<file path="src/rtl/channel_picker_pkg.sv">
// Shared types and constants for the channel picker: frame-sync states,
// FIFO entry width and the default sizing used by the bench.
package channel_picker_pkg;

  typedef enum logic {
    SEEK   = 1'b0,
    LOCKED = 1'b1
  } state_e;

  localparam int TB_N     = 8;
  localparam int TB_LOGN  = 3;
  localparam int TB_WDTH  = 32;
  localparam int TB_MWDTH = 1;

  // One buffered entry is {data, m, ch, first}.
  function automatic int entry_w(input int wdth, input int mwdth, input int logn);
    return wdth + mwdth + logn + 1;
  endfunction

endpackage

</file>
<file path="src/rtl/channel_picker_if.sv">
// Bundles the channelizer input stream, mask programming port and the
// buffered valid/ready output of the channel picker.
interface channel_picker_if #(
  parameter int N     = 16,
  parameter int LOGN  = 4,
  parameter int WDTH  = 32,
  parameter int MWDTH = 1
);

  logic [WDTH-1:0]  in_data;
  logic             in_nd;
  logic [MWDTH-1:0] in_m;
  logic             in_first;
  logic             mask_wr;
  logic [N-1:0]     mask_data;
  logic [WDTH-1:0]  out_data;
  logic [MWDTH-1:0] out_m;
  logic [LOGN-1:0]  out_ch;
  logic             out_first;
  logic             out_nd;
  logic             out_ready;
  logic             error;

  modport master (
    output in_data, in_nd, in_m, in_first, mask_wr, mask_data, out_ready,
    input  out_data, out_m, out_ch, out_first, out_nd, error
  );

  modport slave (
    input  in_data, in_nd, in_m, in_first, mask_wr, mask_data, out_ready,
    output out_data, out_m, out_ch, out_first, out_nd, error
  );

endinterface

</file>
<file path="src/rtl/channel_picker_sync_fifo.sv">
// Show-ahead synchronous FIFO; a write while full is accepted only when a
// read happens in the same cycle. Read data is forced to zero while empty.
module sync_fifo #(
  parameter int WIDTH = 8,
  parameter int DEPTH = 16
) (
  input  logic             clk,
  input  logic             rst,
  input  logic             wr_en,
  input  logic [WIDTH-1:0] wr_data,
  input  logic             rd_en,
  output logic [WIDTH-1:0] rd_data,
  output logic             empty,
  output logic             full
);

  localparam int AW = (DEPTH > 1) ? $clog2(DEPTH) : 1;
  localparam logic [AW-1:0] LAST_PTR = AW'(DEPTH - 1);
  localparam logic [AW:0]   CNT_ONE  = (AW+1)'(1);
  localparam logic [AW:0]   CNT_FULL = (AW+1)'(DEPTH);

  logic [WIDTH-1:0] mem_q [DEPTH];
  logic [AW-1:0]    wr_ptr_q, wr_ptr_d;
  logic [AW-1:0]    rd_ptr_q, rd_ptr_d;
  logic [AW:0]      count_q, count_d;
  logic             do_wr, do_rd;

  always_comb begin
    empty    = (count_q == '0);
    full     = (count_q == CNT_FULL);
    do_rd    = rd_en && !empty;
    do_wr    = wr_en && (!full || do_rd);
    wr_ptr_d = wr_ptr_q;
    rd_ptr_d = rd_ptr_q;
    count_d  = count_q;
    if (do_wr) wr_ptr_d = (wr_ptr_q == LAST_PTR) ? '0 : wr_ptr_q + AW'(1);
    if (do_rd) rd_ptr_d = (rd_ptr_q == LAST_PTR) ? '0 : rd_ptr_q + AW'(1);
    case ({do_wr, do_rd})
      2'b10:   count_d = count_q + CNT_ONE;
      2'b01:   count_d = count_q - CNT_ONE;
      default: count_d = count_q;
    endcase
    rd_data = empty ? '0 : mem_q[rd_ptr_q];
  end

  always_ff @(posedge clk) begin
    if (rst) begin
      wr_ptr_q <= '0;
      rd_ptr_q <= '0;
      count_q  <= '0;
    end else begin
      wr_ptr_q <= wr_ptr_d;
      rd_ptr_q <= rd_ptr_d;
      count_q  <= count_d;
    end
  end

  always_ff @(posedge clk) begin
    if (do_wr) mem_q[wr_ptr_q] <= wr_data;
  end

endmodule

</file>
<file path="src/rtl/channel_picker.sv">
// Frame-synchronised channel selector: tracks the channel index of the
// interleaved stream and buffers the masked channels for a valid/ready sink.
module channel_picker
  import channel_picker_pkg::*;
#(
  parameter int N      = 16,
  parameter int LOGN   = 4,
  parameter int WDTH   = 32,
  parameter int MWDTH  = 1,
  parameter int FDEPTH = 16,
  parameter int LOGFD  = 4
) (
  input logic             clk,
  input logic             rst,
  channel_picker_if.slave bus
);

  localparam int EW = entry_w(WDTH, MWDTH, LOGN);
  // LOGFD is authoritative when the two sizing parameters disagree.
  localparam int DEPTH = (FDEPTH == (1 << LOGFD)) ? FDEPTH : (1 << LOGFD);
  localparam logic [LOGN-1:0] LAST_CH = LOGN'(N - 1);

  state_e          state_q, state_d;
  logic [LOGN-1:0] cnt_q, cnt_d;
  logic [N-1:0]    act_mask_q, act_mask_d;
  logic [N-1:0]    pend_mask_q, pend_mask_d;
  logic            err_q, err_d;

  logic            proc, sync_err, push, pop, first_sel;
  logic [LOGN-1:0] ch;
  logic [N-1:0]    eff_mask;
  logic [EW-1:0]   push_word, head_word;
  logic            fifo_full, fifo_empty;

  function automatic logic lowest_set(input logic [N-1:0] m, input logic [LOGN-1:0] c);
    logic r;
    r = m[c];
    for (int k = 0; k < N; k++) begin
      if (k < int'(c) && m[k]) r = 1'b0;
    end
    return r;
  endfunction

  always_comb begin
    state_d     = state_q;
    cnt_d       = cnt_q;
    act_mask_d  = act_mask_q;
    pend_mask_d = bus.mask_wr ? bus.mask_data : pend_mask_q;
    proc        = 1'b0;
    sync_err    = 1'b0;
    ch          = cnt_q;
    if (bus.in_nd) begin
      if (state_q == SEEK) begin
        if (bus.in_first) begin
          state_d = LOCKED;
          proc    = 1'b1;
          ch      = '0;
        end
      end else if (bus.in_first) begin
        sync_err = (cnt_q != '0);
        proc     = 1'b1;
        ch       = '0;
      end else if (cnt_q == '0) begin
        sync_err = 1'b1;
        state_d  = SEEK;
      end else begin
        proc = 1'b1;
      end
    end
    // The mask only switches on a frame boundary; a coincident write takes effect at once.
    eff_mask = act_mask_q;
    if (proc && ch == '0) begin
      eff_mask   = bus.mask_wr ? bus.mask_data : pend_mask_q;
      act_mask_d = eff_mask;
    end
    if (proc) cnt_d = (ch == LAST_CH) ? '0 : ch + LOGN'(1);
    push      = proc && eff_mask[ch];
    first_sel = lowest_set(eff_mask, ch);
    push_word = {bus.in_data, bus.in_m, ch, first_sel};
    pop       = !fifo_empty && bus.out_ready;
    err_d     = err_q | sync_err | (push && fifo_full && !pop);
  end

  always_ff @(posedge clk) begin
    if (rst) begin
      state_q     <= SEEK;
      cnt_q       <= '0;
      act_mask_q  <= '1;
      pend_mask_q <= '1;
      err_q       <= 1'b0;
    end else begin
      state_q     <= state_d;
      cnt_q       <= cnt_d;
      act_mask_q  <= act_mask_d;
      pend_mask_q <= pend_mask_d;
      err_q       <= err_d;
    end
  end

  sync_fifo #(
    .WIDTH(EW),
    .DEPTH(DEPTH)
  ) u_fifo (
    .clk    (clk),
    .rst    (rst),
    .wr_en  (push),
    .wr_data(push_word),
    .rd_en  (pop),
    .rd_data(head_word),
    .empty  (fifo_empty),
    .full   (fifo_full)
  );

  assign {bus.out_data, bus.out_m, bus.out_ch, bus.out_first} = head_word;
  assign bus.out_nd = !fifo_empty;
  assign bus.error  = err_q;

endmodule

</file>
<file path="src/flat_wrapper.sv">
// flat-port wrapper written by rule: the top's interface ports become plain ports
module channel_picker_flat import channel_picker_pkg::*;
#(
  parameter int N      = 16,
  parameter int LOGN   = 4,
  parameter int WDTH   = 32,
  parameter int MWDTH  = 1,
  parameter int FDEPTH = 16,
  parameter int LOGFD  = 4
)
  (clk, rst, bus_in_data, bus_in_nd, bus_in_m, bus_in_first, bus_mask_wr, bus_mask_data, bus_out_ready, bus_out_data, bus_out_m, bus_out_ch, bus_out_first, bus_out_nd, bus_error);
  channel_picker_if #(.N(N), .LOGN(LOGN), .WDTH(WDTH), .MWDTH(MWDTH)) bus_i ();
  input logic clk;
  input logic rst;
  input wire logic [$bits(bus_i.in_data)-1:0] bus_in_data;
  input wire logic [$bits(bus_i.in_nd)-1:0] bus_in_nd;
  input wire logic [$bits(bus_i.in_m)-1:0] bus_in_m;
  input wire logic [$bits(bus_i.in_first)-1:0] bus_in_first;
  input wire logic [$bits(bus_i.mask_wr)-1:0] bus_mask_wr;
  input wire logic [$bits(bus_i.mask_data)-1:0] bus_mask_data;
  input wire logic [$bits(bus_i.out_ready)-1:0] bus_out_ready;
  output wire logic [$bits(bus_i.out_data)-1:0] bus_out_data;
  output wire logic [$bits(bus_i.out_m)-1:0] bus_out_m;
  output wire logic [$bits(bus_i.out_ch)-1:0] bus_out_ch;
  output wire logic [$bits(bus_i.out_first)-1:0] bus_out_first;
  output wire logic [$bits(bus_i.out_nd)-1:0] bus_out_nd;
  output wire logic [$bits(bus_i.error)-1:0] bus_error;
  assign bus_i.in_data = bus_in_data;
  assign bus_i.in_nd = bus_in_nd;
  assign bus_i.in_m = bus_in_m;
  assign bus_i.in_first = bus_in_first;
  assign bus_i.mask_wr = bus_mask_wr;
  assign bus_i.mask_data = bus_mask_data;
  assign bus_i.out_ready = bus_out_ready;
  assign bus_out_data = bus_i.out_data;
  assign bus_out_m = bus_i.out_m;
  assign bus_out_ch = bus_i.out_ch;
  assign bus_out_first = bus_i.out_first;
  assign bus_out_nd = bus_i.out_nd;
  assign bus_error = bus_i.error;
  channel_picker #(.N(N), .LOGN(LOGN), .WDTH(WDTH), .MWDTH(MWDTH), .FDEPTH(FDEPTH), .LOGFD(LOGFD)) u_core (.clk(clk), .rst(rst), .bus(bus_i));
endmodule
</file>
<file path="config.mk">
export PLATFORM = sky130hd
export DESIGN_NAME = channel_picker_flat
export DESIGN_NICKNAME = d
export VERILOG_FILES = /design/src/rtl/channel_picker_pkg.sv /design/src/rtl/channel_picker_if.sv /design/src/rtl/channel_picker_sync_fifo.sv /design/src/rtl/channel_picker.sv /design/src/flat_wrapper.sv
export SDC_FILE = /design/constraint.sdc
export NUM_CORES = 1
export LEC_CHECK = 0
export ABC_AREA = 1
export CORE_UTILIZATION = 25
export CTS_CLUSTER_DIAMETER = 40
export DETAILED_ROUTE_END_ITERATION = 7
export GPL_TIMING_DRIVEN = 0
export PLACE_DENSITY_LB_ADDON = 0.05
export SETUP_SLACK_MARGIN = 0.15
export SLEW_MARGIN = 15
export SYNTH_ARGS = -nofsm -noshare
export SYNTH_HDL_FRONTEND = slang
export SYNTH_SLANG_ARGS = --single-unit
</file>
<file path="constraint.sdc">
create_clock -name clk -period 5.22 [get_ports clk]
set_clock_uncertainty 0.15 [all_clocks]
set_input_delay 0.783 -clock clk [delete_from_list [all_inputs] [get_ports clk]]
set_output_delay 0.783 -clock clk [all_outputs]
set_load 0.05 [all_outputs]
</file>
==> impl_metrics.csv <==
group,metric,value,unit
global_route,grt_pass1_wl,144100,um
place,dp_cells,3571,
route,drt-initial-drc-count,1476,
clock_tree,cts.path.max_buffers,3,
clock_tree,clock_latency,0.70,ns
synthesis,netlist_instances,2062,
pwr,power.leakage,0.01169,uW
place,place_worst_setup_slack,-0.5054,ns
synthesis,synth_area_leaders,"edfxtp_1, o21ai_0, nor2_1, dfxtp_1, o221ai_1",
synthesis,synth_seq_cells,663,
sta,period_share,93.59,%
floorplan,die_w,326.3,um
pwr,power.total,20300,uW
critical_path,worstPathArrival,3.95,ns
critical_path,cp.required,4.29,ns
worst_hold_path,min_path_type,"reg -> reg",
synthesis,ys.flop_type,"edfxtp_1",
run,cap_viol_max_count,0,
critical_path,critPathMaxFanout,10,
route,wl,103400,um
synthesis,synth_nets,2129,
sta,worst_slack,0.3345,ns
synthesis,syn-cell-area,26290,um2
sta,report.final.hold_viol_count,0,
sta,setup_viol,0,
synthesis,yosysTopAreaCellShare,69.46,%
layout,diodes,0,
layout,syn2layout_area_growth,30.48,%
layout,regArea,19360,um2
sta,tns,0,ns
place,dp_hpwl,68190,um
clock_tree,clk_transition_reported_paths,0.05,ns
global_route,antenna_found_initial,5,
floorplan,core,103900,um2
critical_path,crit_path_end_kind,"output pin",
sta,whs,0.3057,ns
critical_path,start_kind,"register",
sta,tightest_slew,1.172,ns
sta,clock.fmax,204.7,MHz
clock_tree,cts_tree,"built",
synthesis,yosysTopAreaCell,"edfxtp_1",
outcome,status,"completed",
synthesis,synth.most_common_cell,"edfxtp_1",
synthesis,syn_area_per_cell,12.75,um2
clock_tree,clock_sinks,663,
critical_path,r2r_cells,21,
floorplan,die_area,106400,um2
floorplan,start_util,25.29,%
clock_tree,cts_root_buf,"clkbuf_16",
place,gp_congestion,0.7889,
synthesis,synth_common_cells,"edfxtp_1, nor2_1, o21ai_0",
layout,layout-drive-gt1-share,15.51,%
clock_tree,cts_hold_buf,0,
synthesis,yosys.cell_types.count,46,
synthesis,async_flop_share,0,%
global_route,track_usage,19.37,%
global_route,grt_pass1_vias,18695,
synthesis,synth_edf_count,608,
route,detail_route.first_pass.iterations,5,
global_route,grt_start_max_net_pins,27,
floorplan,io_pins,95,
floorplan,die_y,326.3,um
sta,max_slew_margin,21.84,%
floorplan,rows,118,
critical_path,path_class,"reg -> out",
route,detail-route-antenna-nets,0,
layout,multi_input_area,6322,um2
sta,finalCriticalPeriod,4.885,ns
place,portBuffers,93,
sta,rsz0062_at_grt,"true",
layout,nFillCells,10388,
clock_tree,cts_buffers,132,
route,routed_via_density,4.837,
synthesis,yosysWarningCount,0,
layout,finalNetCount,2395,
worst_hold_path,hold_depth,2,
route,num_vias,18433,
clock_tree,htreeDepth,4,
synthesis,yosysSeqAreaShare,73.65,%
route,wl_per_cell,27.12,um
route,drcViolationCount,0,
global_route,grt-ovfl-total,0,
pwr,max-vdd-ir-drop,0.2418,mV
pwr,power_density,592.0,nW/um2
layout,fin_cells,3811,
sta,timing.final.max_slew_violations,0,
[sequential cells by signal, summed over array words and instances (netlist names), named ones only]
signal,count
u_core.bus.error,1
u_core.u_fifo.rd_ptr_q,4
u_core.cnt_q,4
u_core.pend_mask_q,16
u_core.act_mask_q,16
u_core.u_fifo.mem_q,608
u_core.u_fifo.count_q,5
u_core.state_q,1
u_core.u_fifo.wr_ptr_q,4
[timing repair]
action	in CTS	in global routing
pin swaps	0	3
gates resized for setup	145	36
setup buffers	0	3
setup endpoints to repair	38	62
[logic make-up (layout without fill, tap and decap cells)]
logic type	Yosys count	in the layout	share of synthesized area, %
DFF	663	663	73.65
buffers and inverters	193	562	2.847
muxes	11	11	0.4189
adders and majority gates	12	12	0.5998
and+or+nand+nor	619	619	9.687
AOI/OAI and AO/OA	561	561	12.70
xor gates and xnor gates	3	3	0.09998
[worst paths after layout]
kind                          from                    endpoint  slack [ns]
max                       register            bus_out_data[25]        0.33
min          u_core.pend_mask_q[8]       u_core.pend_mask_q[8]        0.31
max reg2reg        u_core.cnt_q[0]  u_core.u_fifo.mem_q[9][18]        0.83
min reg2reg  u_core.pend_mask_q[8]       u_core.pend_mask_q[8]        0.31
[per-stage QoR]
| stage | utilization, % | area (um2) |
|---|---|---|
| 2_1_floorplan | - | 26290 |
| 3_5_place_dp | 28.74 | 29870 |
| 5_1_grt | 33.00 | 34300 |
| 6_report | 33.00 | 34300 |
| 3_3_place_gp | 27.85 | 28940 |
| 4_1_cts | 33.01 | 34310 |
[where the power goes]
| group | leakage (uW) | internal (uW) | switching [uW] |
|---|---|---|---|
| clock | 0.00209 | 5460 | 2790 |
| combinational | 0.00367 | 1390 | 4660 |
| sequential | 0.00593 | 5960 | 48.6 |
| total | 0.0117 | 12800 | 7500 |
[critical path: stages (launching register included)]
cell	delay, ns
dfxtp_1	0.29
clkbuf_2	0.30
buf_2	0.29
clkinv_1	0.18
clkbuf_2	0.32
clkbuf_2	0.42
o21ai_0	0.14
o221ai_1	0.21
nand3_1	0.25
a21oi_1	0.27
dlygate4sd2_1	0.56
[cell type report]
class	instances	area share, %
sequential	663	56.44
clock buffer	161	10.26
multi-input combinational	1206	18.43
clock inverter	76	2.371
timing repair buffer	132	4.892
buffer	138	1.952
tap	1380	5.034
inverter	55	0.6165
[routing by layer]
layer  track usage, %  vias up  part of all wire [%]
met3            3.516      145                   5.0
met5                0        -                 0.016
met2            32.69      559                    49
li1                 -     8278                     -
met4            5.603        4                   2.0
met1            25.27     9447                    44
[layout by cell type, fill, tap and decap left out, types with 4 or more instances in the layout]
cell type / netlist / final
edfxtp_1: 608 / 608
nor2_1: 384 / 366
o21ai_0: 329 / 325
clkbuf_16: 0 / 137
nand2_1: 117 / 117
o221ai_1: 114 / 114
nand3_1: 98 / 98
clkbuf_2: 0 / 75
clkbuf_1: 127 / 75
dfxtp_1: 55 / 55
clkdlybuf4s50_1: 0 / 55
a21oi_1: 57 / 53
inv_1: 48 / 47
o22ai_1: 38 / 38
clkinv_1: 2 / 26
buf_12: 0 / 23
dlygate4sd2_1: 0 / 19
nor2_4: 0 / 16
clkinv_2: 0 / 16
bufinv_16: 0 / 14
buf_16: 0 / 12
mux2i_1: 11 / 11
ha_1: 11 / 11
o21ai_1: 7 / 10
buf_2: 3 / 9
clkbuf_4: 0 / 9
clkinvlp_4: 0 / 9
nand2_2: 6 / 6
inv_2: 4 / 5
inv_6: 1 / 5
buf_4: 2 / 5
clkdlybuf4s15_2: 0 / 5
nand2_4: 4 / 4
a21oi_2: 0 / 4
clkinv_8: 0 / 4
clkinv_4: 0 / 4
(Power assumes the default switching activity.)
